===== src/rtl/drm_fifo_pkg.sv =====
// Shared constants and helpers for the drm_8x64-backed show-ahead FIFO controller.
package drm_fifo_pkg;

    localparam int unsigned FIFO_ADDR_WIDTH   = 6;
    localparam int unsigned FIFO_DATA_WIDTH   = 8;
    localparam int unsigned FIFO_DEPTH        = 2 ** FIFO_ADDR_WIDTH;
    localparam int unsigned FIFO_OBUF_DEPTH   = 2;
    localparam int unsigned FIFO_AFULL_THRESH = 56;

    typedef logic [1:0] obuf_cnt_t;

    // True when a read issued now still has a buffer slot by the time its data lands.
    function automatic logic obuf_has_room(obuf_cnt_t buf_cnt, logic inflight, logic pop);
        logic [2:0] occ;
        occ = {1'b0, buf_cnt} + {2'b00, inflight} - {2'b00, pop};
        return occ < 3'(FIFO_OBUF_DEPTH);
    endfunction

endpackage


===== src/rtl/drm_fifo_obuf.sv =====
// Two-entry output buffer that absorbs the RAM read latency; head entry is the FIFO output.
module drm_fifo_obuf
    import drm_fifo_pkg::*;
#(
    parameter int unsigned DATA_WIDTH = FIFO_DATA_WIDTH
) (
    input  logic                  clk,
    input  logic                  rst,
    input  logic                  push,
    input  logic [DATA_WIDTH-1:0] push_data,
    input  logic                  pop,
    output logic [DATA_WIDTH-1:0] out_data,
    output logic                  out_valid,
    output logic [1:0]            buf_cnt,
    output logic [1:0]            buf_cnt_next
);

    logic [DATA_WIDTH-1:0] slot_q [FIFO_OBUF_DEPTH];
    logic                  head_q, head_d;
    logic [1:0]            cnt_q, cnt_d;
    logic                  wr_idx;
    logic                  pop_ok;
    logic                  push_ok;

    always_comb begin
        pop_ok  = pop && (cnt_q != 2'd0);
        push_ok = push && ((cnt_q != 2'd2) || pop_ok);
        // With two slots the free slot is always head xor occupancy.
        wr_idx  = head_q ^ cnt_q[0];
        head_d  = head_q ^ pop_ok;
        cnt_d   = cnt_q + {1'b0, push_ok} - {1'b0, pop_ok};
    end

    always_ff @(posedge clk) begin
        if (rst) begin
            head_q <= 1'b0;
            cnt_q  <= 2'd0;
        end else begin
            head_q <= head_d;
            cnt_q  <= cnt_d;
        end
    end

    always_ff @(posedge clk) begin
        if (push_ok) begin
            slot_q[wr_idx] <= push_data;
        end
    end

    assign out_data     = slot_q[head_q];
    assign out_valid    = (cnt_q != 2'd0);
    assign buf_cnt      = cnt_q;
    assign buf_cnt_next = cnt_d;

endmodule


===== src/rtl/drm_fifo_ctrl.sv =====
// Show-ahead FIFO controller: owns drm_8x64 pointers, issues reads and feeds a 2-entry output buffer.
module drm_fifo_ctrl
    import drm_fifo_pkg::*;
#(
    parameter int unsigned ADDR_WIDTH   = FIFO_ADDR_WIDTH,
    parameter int unsigned DATA_WIDTH   = FIFO_DATA_WIDTH,
    parameter int unsigned AFULL_THRESH = FIFO_AFULL_THRESH
) (
    input  logic                  clk,
    input  logic                  rst,
    input  logic [DATA_WIDTH-1:0] in_data,
    input  logic                  in_valid,
    output logic                  in_ready,
    output logic [DATA_WIDTH-1:0] out_data,
    output logic                  out_valid,
    input  logic                  out_ready,
    output logic [ADDR_WIDTH:0]   count,
    output logic                  almost_full,
    output logic [DATA_WIDTH-1:0] ram_wr_data,
    output logic [ADDR_WIDTH-1:0] ram_wr_addr,
    output logic                  ram_wr_en,
    output logic                  ram_wr_byte_en,
    output logic [ADDR_WIDTH-1:0] ram_rd_addr,
    input  logic [DATA_WIDTH-1:0] ram_rd_data
);

    localparam int unsigned         DEPTH     = 2 ** ADDR_WIDTH;
    localparam int unsigned         CNT_MAX   = DEPTH + FIFO_OBUF_DEPTH;
    localparam logic [ADDR_WIDTH+1:0] CNT_MAX_W = (ADDR_WIDTH + 2)'(CNT_MAX);
    localparam logic [ADDR_WIDTH:0]   AFULL_LVL = (ADDR_WIDTH + 1)'(AFULL_THRESH);

    logic [ADDR_WIDTH:0]   wr_ptr_q, wr_ptr_d;
    logic [ADDR_WIDTH:0]   rd_ptr_q, rd_ptr_d;
    logic [ADDR_WIDTH:0]   ram_cnt_d;
    logic                  inflight_q, inflight_d;
    logic [ADDR_WIDTH:0]   count_q, count_d;
    logic                  afull_q, afull_d;
    logic [ADDR_WIDTH+1:0] total_d;
    logic [1:0]            buf_cnt, buf_cnt_d;
    logic                  ram_empty, ram_full;
    logic                  wr_en, pop, issue;

    always_comb begin
        ram_empty  = (wr_ptr_q == rd_ptr_q);
        ram_full   = (wr_ptr_q[ADDR_WIDTH-1:0] == rd_ptr_q[ADDR_WIDTH-1:0]) &&
                     (wr_ptr_q[ADDR_WIDTH] != rd_ptr_q[ADDR_WIDTH]);
        in_ready   = !ram_full && !rst;
        wr_en      = in_valid && in_ready;
        pop        = out_valid && out_ready;
        // Reads come from registered pointers only, so a read never targets the slot being written.
        issue      = !ram_empty && obuf_has_room(buf_cnt, inflight_q, pop);
        wr_ptr_d   = wr_ptr_q + (ADDR_WIDTH + 1)'(wr_en);
        rd_ptr_d   = rd_ptr_q + (ADDR_WIDTH + 1)'(issue);
        inflight_d = issue;
    end

    // Count tracks the post-edge occupancy so it lines up with in_ready and out_valid.
    always_comb begin
        ram_cnt_d = wr_ptr_d - rd_ptr_d;
        total_d   = {1'b0, ram_cnt_d} + (ADDR_WIDTH + 2)'(inflight_d) +
                    (ADDR_WIDTH + 2)'(buf_cnt_d);
        count_d   = (total_d > CNT_MAX_W) ? CNT_MAX_W[ADDR_WIDTH:0] : total_d[ADDR_WIDTH:0];
        afull_d   = (count_d >= AFULL_LVL);
    end

    always_ff @(posedge clk) begin
        if (rst) begin
            wr_ptr_q   <= '0;
            rd_ptr_q   <= '0;
            inflight_q <= 1'b0;
            count_q    <= '0;
            afull_q    <= 1'b0;
        end else begin
            wr_ptr_q   <= wr_ptr_d;
            rd_ptr_q   <= rd_ptr_d;
            inflight_q <= inflight_d;
            count_q    <= count_d;
            afull_q    <= afull_d;
        end
    end

    drm_fifo_obuf #(
        .DATA_WIDTH(DATA_WIDTH)
    ) u_obuf (
        .clk         (clk),
        .rst         (rst),
        .push        (inflight_q),
        .push_data   (ram_rd_data),
        .pop         (pop),
        .out_data    (out_data),
        .out_valid   (out_valid),
        .buf_cnt     (buf_cnt),
        .buf_cnt_next(buf_cnt_d)
    );

    assign count          = count_q;
    assign almost_full    = afull_q;
    assign ram_wr_data    = in_data;
    assign ram_wr_addr    = wr_ptr_q[ADDR_WIDTH-1:0];
    assign ram_wr_en      = wr_en;
    assign ram_wr_byte_en = 1'b1;
    assign ram_rd_addr    = rd_ptr_q[ADDR_WIDTH-1:0];

endmodule


===== config.mk =====
export PLATFORM = sky130hd
export DESIGN_NAME = drm_fifo_ctrl
export DESIGN_NICKNAME = d
export VERILOG_FILES = /design/src/rtl/drm_fifo_pkg.sv /design/src/rtl/drm_fifo_obuf.sv /design/src/rtl/drm_fifo_ctrl.sv
export SDC_FILE = /design/constraint.sdc
export NUM_CORES = 1
export LEC_CHECK = 0
export BUFFER_PORTS_ARGS = -buffer_cell sky130_fd_sc_hd__buf_2
export CORE_UTILIZATION = 40
export CTS_CLUSTER_SIZE = 10
export DETAILED_ROUTE_END_ITERATION = 12
export PLACE_DENSITY_LB_ADDON = 0.25
export SYNTH_ARGS = -nofsm -noshare
export SYNTH_HDL_FRONTEND = slang
export SYNTH_HIERARCHICAL = 1
export SYNTH_SLANG_ARGS = --single-unit

===== constraint.sdc =====
create_clock -name clk -period 9 [get_ports clk]
set_input_delay 0 -clock clk [delete_from_list [all_inputs] [get_ports clk]]
set_output_delay 0 -clock clk [all_outputs]
set_load 0.03 [all_outputs]

Yosys cells after proc, flatten, opt, wreduce, memory -nomap -nowiden. Memory sizes are Yosys's and may differ from the RTL's. A register that Yosys moved wholly into a read port is not among the register bits. Index checks and enable logic that the tools add are counted.

Register bits after elaboration: 26. RAM bits: 16. Input bits: 20. Output and inout port bits: 40. Memories kept: 1.

$add $sub $neg: 9. Magnitude comparators: 3. Equal/unequal tests: 4. Mux-type cells: 4. Bitwise gates (word level): 2. Reductions and logical operators: 12.

Memory list: u_obuf.slot_q (depth 2, width 8, rd ports 1, clocked after memory_dff 1, write ports 1, line drm_fifo_obuf.sv:18) `logic [DATA_WIDTH-1:0] slot_q [FIFO_OBUF_DEPTH];`.

Operator list (number): $add A7 B1 Y7 (2); $add A7 B1 Y8 (1); $add A8 B2 Y8 (1); $gt A8 B7 Y1 const B (1); $eq A7 B7 Y1 (1); $ge A7 B6 Y1 const B (1); $logic_and A1 B1 Y1 (7); $mux W7 (1); $sub A7 B7 Y7 (1); $eq A6 B6 Y1 (1); $add A2 B1 Y3 (1); $logic_not A1 Y1 (3); $lt A3 B2 Y1 const B (1); $mux W1 (3); $sub A3 B1 Y3 (1); $add A2 B1 Y2 (1); $ne A2 B2 Y1 const B (1); $reduce_bool A2 Y1 (1); $sub A2 B1 Y2 (1); $xor A1 B1 Y1 (2); $logic_or A1 B1 Y1 (1); $ne A1 B1 Y1 (1).

Longest topological paths before layout.
Depth after elaboration: 12. Depth in mapped cells: 20. Mapped depth without buffers: 20.

Hierarchy. The synthesis kept the hierarchy.

By module, submodules not included: drm_fifo_ctrl (times used 1, cells an instance 186, area each 1642.8 um2, seq. area each 460.4 um2); drm_fifo_obuf (times used 1, cells an instance 48, area each 785.8 um2, seq. area each 540.5 um2).

Worst setup path before layout. OpenSTA, ideal clock, no wires.

Kind: reg2reg. From: reg u_obuf.cnt_q[1] (netlist: u_obuf/buf_cnt[1]). To: reg count_q[3] (netlist: count[3]). Data arrival time: 4649 ps. Required time: 8922 ps. Path slack: 4273 ps. Cell stages (with the launch flop): 19. Period minus slack after synthesis: 4727 ps. Cell sequence: dfxtp_1 -> or2_2 -> and2_1 -> ha_1 -> nand2b_1 -> fa_1 -> xnor2_1 -> nand3_1 -> inv_1 -> ha_1 -> ha_1 -> fa_1 -> fa_1 -> or2_2 -> nor2_1 -> nand4b_1 -> mux2i_1 -> a31oi_1 -> nor3_1.

Cells in the longest elaborated chain, start to end: 11. Elaborated cells on any way between the ends: 18. Those cells by class: add/sub (8); order compare (2); eq/ne (1); mux (1); reduce/logical (6).

RTL lines: from (decl) (line drm_fifo_obuf.sv:20) `logic [1:0] cnt_q, cnt_d;`; from (signal assigned) (line drm_fifo_obuf.sv:40) `cnt_q <= cnt_d;`; $reduce_bool A2 Y1 (*) (line drm_fifo_obuf.sv:51) `assign out_valid = (cnt_q != 2'd0);`; named net out_valid (line drm_fifo_ctrl.sv:15) `output logic out_valid,`; $logic_and A1 B1 Y1 (*) (line drm_fifo_ctrl.sv:49) `pop = out_valid && out_ready;`; named net pop (line drm_fifo_ctrl.sv:41) `logic wr_en, pop, issue;`; $sub A3 B1 Y3 (*) (line drm_fifo_pkg.sv:15) `occ = {1'b0, buf_cnt} + {2'b00, inflight} - {2'b00, pop};`; $lt A3 B2 Y1 (*) (line drm_fifo_pkg.sv:16) `return occ < 3'(FIFO_OBUF_DEPTH);`; $logic_and A1 B1 Y1 (*) (line drm_fifo_ctrl.sv:51) `issue = !ram_empty && obuf_has_room(buf_cnt, inflight_q, pop);`; named net inflight_d (line drm_fifo_ctrl.sv:35) `logic inflight_q, inflight_d;`; $add A7 B1 Y7 (*) (line drm_fifo_ctrl.sv:53) `rd_ptr_d = rd_ptr_q + (ADDR_WIDTH + 1)'(issue);`; named net rd_ptr_d[1] (line drm_fifo_ctrl.sv:33) `logic [ADDR_WIDTH:0] rd_ptr_q, rd_ptr_d;`; $sub A7 B7 Y7 (*) (line drm_fifo_ctrl.sv:59) `ram_cnt_d = wr_ptr_d - rd_ptr_d;`; $add A7 B1 Y8 (*) (line drm_fifo_ctrl.sv:60) `total_d = {1'b0, ram_cnt_d} + (ADDR_WIDTH + 2)'(inflight_d) +`; $add A8 B2 Y8 (*) (line drm_fifo_ctrl.sv:60); $gt A8 B7 Y1 (line drm_fifo_ctrl.sv:62) `count_d = (total_d > CNT_MAX_W) ? CNT_MAX_W[ADDR_WIDTH:0] : total_d[ADDR_WIDTH:0];`; $mux W7 (*) (line drm_fifo_ctrl.sv:62); to (signal assigned) (line drm_fifo_ctrl.sv:77) `count_q <= count_d;`; to (decl) (line drm_fifo_ctrl.sv:36) `logic [ADDR_WIDTH:0] count_q, count_d;`.

The timed path passes the listed nets; every way through them passes the cells marked *. A chain may end at the register's enable or synchronous reset.

Worst setup path after layout.
From: reg u_obuf.cnt_q[0] (netlist: u_obuf/buf_cnt[0]). To: reg count_q[3] (netlist: count[3]).

Cells in the longest elaborated chain, start to end: 11. Elaborated cells on any way between the ends: 18. Those cells by class: add/sub (8); order compare (2); eq/ne (1); mux (1); reduce/logical (6).

RTL lines (line): $reduce_bool A2 Y1 (*) (drm_fifo_obuf.sv:51); $logic_and A1 B1 Y1 (*) (drm_fifo_ctrl.sv:49); named net pop (drm_fifo_ctrl.sv:41); $sub A3 B1 Y3 (*) (drm_fifo_pkg.sv:15); $lt A3 B2 Y1 (*) (drm_fifo_pkg.sv:16); $logic_and A1 B1 Y1 (*) (drm_fifo_ctrl.sv:51); named net inflight_d (drm_fifo_ctrl.sv:35); $add A7 B1 Y7 (*) (drm_fifo_ctrl.sv:53); named net rd_ptr_d[1] (drm_fifo_ctrl.sv:33); $sub A7 B7 Y7 (*) (drm_fifo_ctrl.sv:59); $add A7 B1 Y8 (*) (drm_fifo_ctrl.sv:60); $add A8 B2 Y8 (*) (drm_fifo_ctrl.sv:60); $gt A8 B7 Y1 (drm_fifo_ctrl.sv:62); $mux W7 (*) (drm_fifo_ctrl.sv:62).

Marked as above.

==> results.py <==
metrics = {
    "cts": {
        "hold_buffers": 8,
        "htreeDepth": 2,
        "cts-root-buf": "clkbuf_8",
        "insertion_delay_ns": 0.29,
        "clock_sink_count": 42,
        "clock_path_buffers": 2,
        "cts_tree": "built",
        "cts_setup_buffers": 0,
        "numCtsBuffers": 5,
        "cts_resized": 0,
        "cts.clk_slew.worst_paths_ns": 0.07,
    },
    "pwr": {
        "p_per_area_mw_per_mm2": 315,
        "peakVddDrop_mv": 0.135,
        "leakagePower_nw": 1.22,
    },
    "yosys": {
        "ys_types": 49,
        "synth_nets": 272,
        "yosys_register_bits": 42,
        "seq_area_frac_synth_pct": 41.2,
        "syn_area_sq_mm": 0.00243,
        "synth-edff-count": 16,
        "synth_cells": 234,
        "yosysWarnings": 6,
        "synthFlopType": "dfxtp_1",
        "avgSynthCellArea_sq_um": 10.4,
        "async_flop_share_pct": 0,
    },
    "route": {
        "route.detailed.drc": 0,
        "dr.pass1.iters": 4,
        "viasPerCell": 4.78,
        "antenna_left": 0,
        "wl_per_cell_um": 12.4,
        "drt_iter0_markers": 58,
        "num_vias": 1639,
        "wirelength_um": 4270,
    },
    "die": {
        "die_h_um": 79.9,
        "start_util_pct": 41.3,
        "rows": 28,
        "core_area_sq_mm": 0.00589,
        "io_pins": 60,
        "dieWidth_um": 79.9,
        "fp.dieArea_sq_mm": 0.00639,
    },
    "final_layout": {
        "multi_input_area_sq_mm": 0.00121,
        "final_cells": 343,
        "seqCellArea_sq_mm": 0.00100,
        "area_delta_synth_final_pct": 13.3,
        "final_cell_mix": "buf_2 (42), dfxtp_1 (26), nor2_1 (17)",
        "diodes": 0,
        "mostFrequentLayoutCell": "buf_2",
        "final_nets": 305,
        "nFillCells": 568,
        "drive_gt1_share_pct": 25.4,
    },
    "critical_path": {
        "start_kind": "flip-flop",
        "arrival_ns": 5.17,
        "crit_fanout": 9,
        "end_kind": "flip-flop",
        "crit_type": "reg -> reg",
        "cp.required_ns": 9.21,
    },
    "place": {
        "dp_cells": 327,
        "hpwl_um": 3290,
        "portBuffers": 42,
        "place.gp.congestion": 0.760,
    },
    "min_path": {
        "hp-class": "in -> out",
    },
    "sta": {
        "drv_slew": 0,
        "fin_crit_ns": 4.95,
        "period_share_pct": 55.0,
        "finalSetupViolCount": 0,
        "tns_ns": 0,
        "timing_worst_slew_pin_value_ns": 0.772,
        "rsz0062_at_grt": "false",
        "fin_skew_ns": 0.00207,
        "timing_hold_violations_final": 0,
        "relSlewSlack_pct": 48.4,
        "max_freq_ghz": 0.202,
    },
    "global_routing": {
        "grt.overflow.total": 0,
        "grt_use_total_pct": 14.3,
        "grt_max_degree": 24,
        "grt_pass1_vias": 1567,
        "grt_pass1_wl_um": 6980,
        "antenna_found_initial": 0,
    },
    "run": {
        "maxCapViolCount": 0,
    },
    "run_status": {
        "status": "complete, no violations",
    },
}
[registers in the layout, summed over array words and instances (netlist names)]
| name | count |
|---|---|
| almost_full | 1 |
| inflight_q | 1 |
| u_obuf/slot_q | 16 |
| u_obuf/head_q | 1 |
| u_obuf/buf_cnt | 2 |
| count | 7 |
| wr_ptr_q | 7 |
| rd_ptr_q | 7 |
[kinds of logic (layout without fill, tap and decap cells)]
family          after synthesis  in the layout  synth area share (%)
xor+xnor                     28             28                  10.7
fa+ha+maj                    18             18                  10.5
buf+inv                      36             70                  8.86
mux                          11             11                  5.00
flops                        42             42                  41.2
other cells                   1              1                 0.154
simple gates                 77             77                  17.7
compound gates               21             21                  5.87
[worst max-delay path: stages, from the launching register on]
cell	delay (ns)
dfxtp_1	0.38
or2_2	0.33
and2_1	0.22
ha_1	0.29
nand2b_1	0.15
fa_1	0.37
xnor2_1	0.13
nand3_1	0.15
inv_1	0.06
ha_1	0.21
ha_1	0.32
fa_1	0.59
inv_1	0.06
ha_1	0.26
nand2b_1	0.05
a21oi_1	0.35
nand2_1	0.09
mux2_2	0.28
o22ai_1	0.25
a31oi_1	0.15
nor3_1	0.18
[final timing paths]
check	start	endpoint	slack [ns]	depth (start not counted)
max	u_obuf/buf_cnt[0]	count[3]	4.05	20
min	in_data[3]	ram_wr_data[3]	0.00001	0
max reg2reg	u_obuf/buf_cnt[0]	count[3]	4.05	20
min reg2reg	wr_ptr_q[6]	wr_ptr_q[6]	0.61	2
[cells in the mapped netlist, types with 2 or more instances]
| master | n | area [sq um] |
|---|---|---|
| nor2b_1 | 6 | 37.5 |
| xor2_1 | 11 | 96.3 |
| ha_1 | 14 | 175 |
| buf_4 | 21 | 158 |
| nand2b_1 | 4 | 25.0 |
| clkbuf_1 | 2 | 7.51 |
| mux2_2 | 9 | 101 |
| o21ai_0 | 2 | 10.0 |
| o21a_1 | 2 | 15.0 |
| xnor2_1 | 16 | 140 |
| dfxtp_1 | 26 | 521 |
| and2_1 | 6 | 37.5 |
| and3_1 | 2 | 12.5 |
| inv_1 | 12 | 45.0 |
| nor3b_1 | 3 | 22.5 |
| a21o_1 | 2 | 15.0 |
| nor3_1 | 4 | 20.0 |
| mux2i_1 | 2 | 20.0 |
| fa_1 | 4 | 80.1 |
| a31oi_1 | 2 | 12.5 |
| a21oi_1 | 5 | 25.0 |
| nand2_1 | 9 | 33.8 |
| nor2_1 | 17 | 63.8 |
| or2_2 | 4 | 25.0 |
| edfxtp_1 | 16 | 480 |
| nand3_1 | 10 | 50.1 |
[metal layers]
layer | track usage (%) | vias to the layer above | wire [um]
li1 | - | 841 | -
met1 | 15.9 | 745 | 1890
met2 | 25.6 | 43 | 2080
met3 | 3.54 | 10 | 199
met4 | 6.25 | 0 | 97
met5 | 0 | - | 0
[area by class of cell]
type	instances	area share (%)
clock buffer	5	2.50
clock inverter	3	1.46
inverter	12	1.64
multi-input combinational	156	44.1
sequential	42	36.4
tap	75	3.41
timing repair buffer	50	10.6
[per-stage QoR]
stage	hold slack (ns)	worst slack, ns	cell area [sq um]	util, %	power, mW
after global routing	0.0000580	3.65	2750	46.7	0.939
final	0.0000132	4.05	2750	46.7	0.867
after detailed placement	0.000205	4.04	2560	43.5	0.727
after global placement	0.000205	4.16	2560	43.5	0.730
after CTS	0.000205	4.02	2750	46.7	0.877
after floorplan	0.0716	4.27	2430	-	0.636
[report_power, final]
part           switching (mW)  leakage, nW  internal [mW]
logic                   0.275        0.800          0.197
clock network          0.0614       0.0579         0.0816
registers              0.0170        0.357          0.235
(Power assumes the default switching activity.)
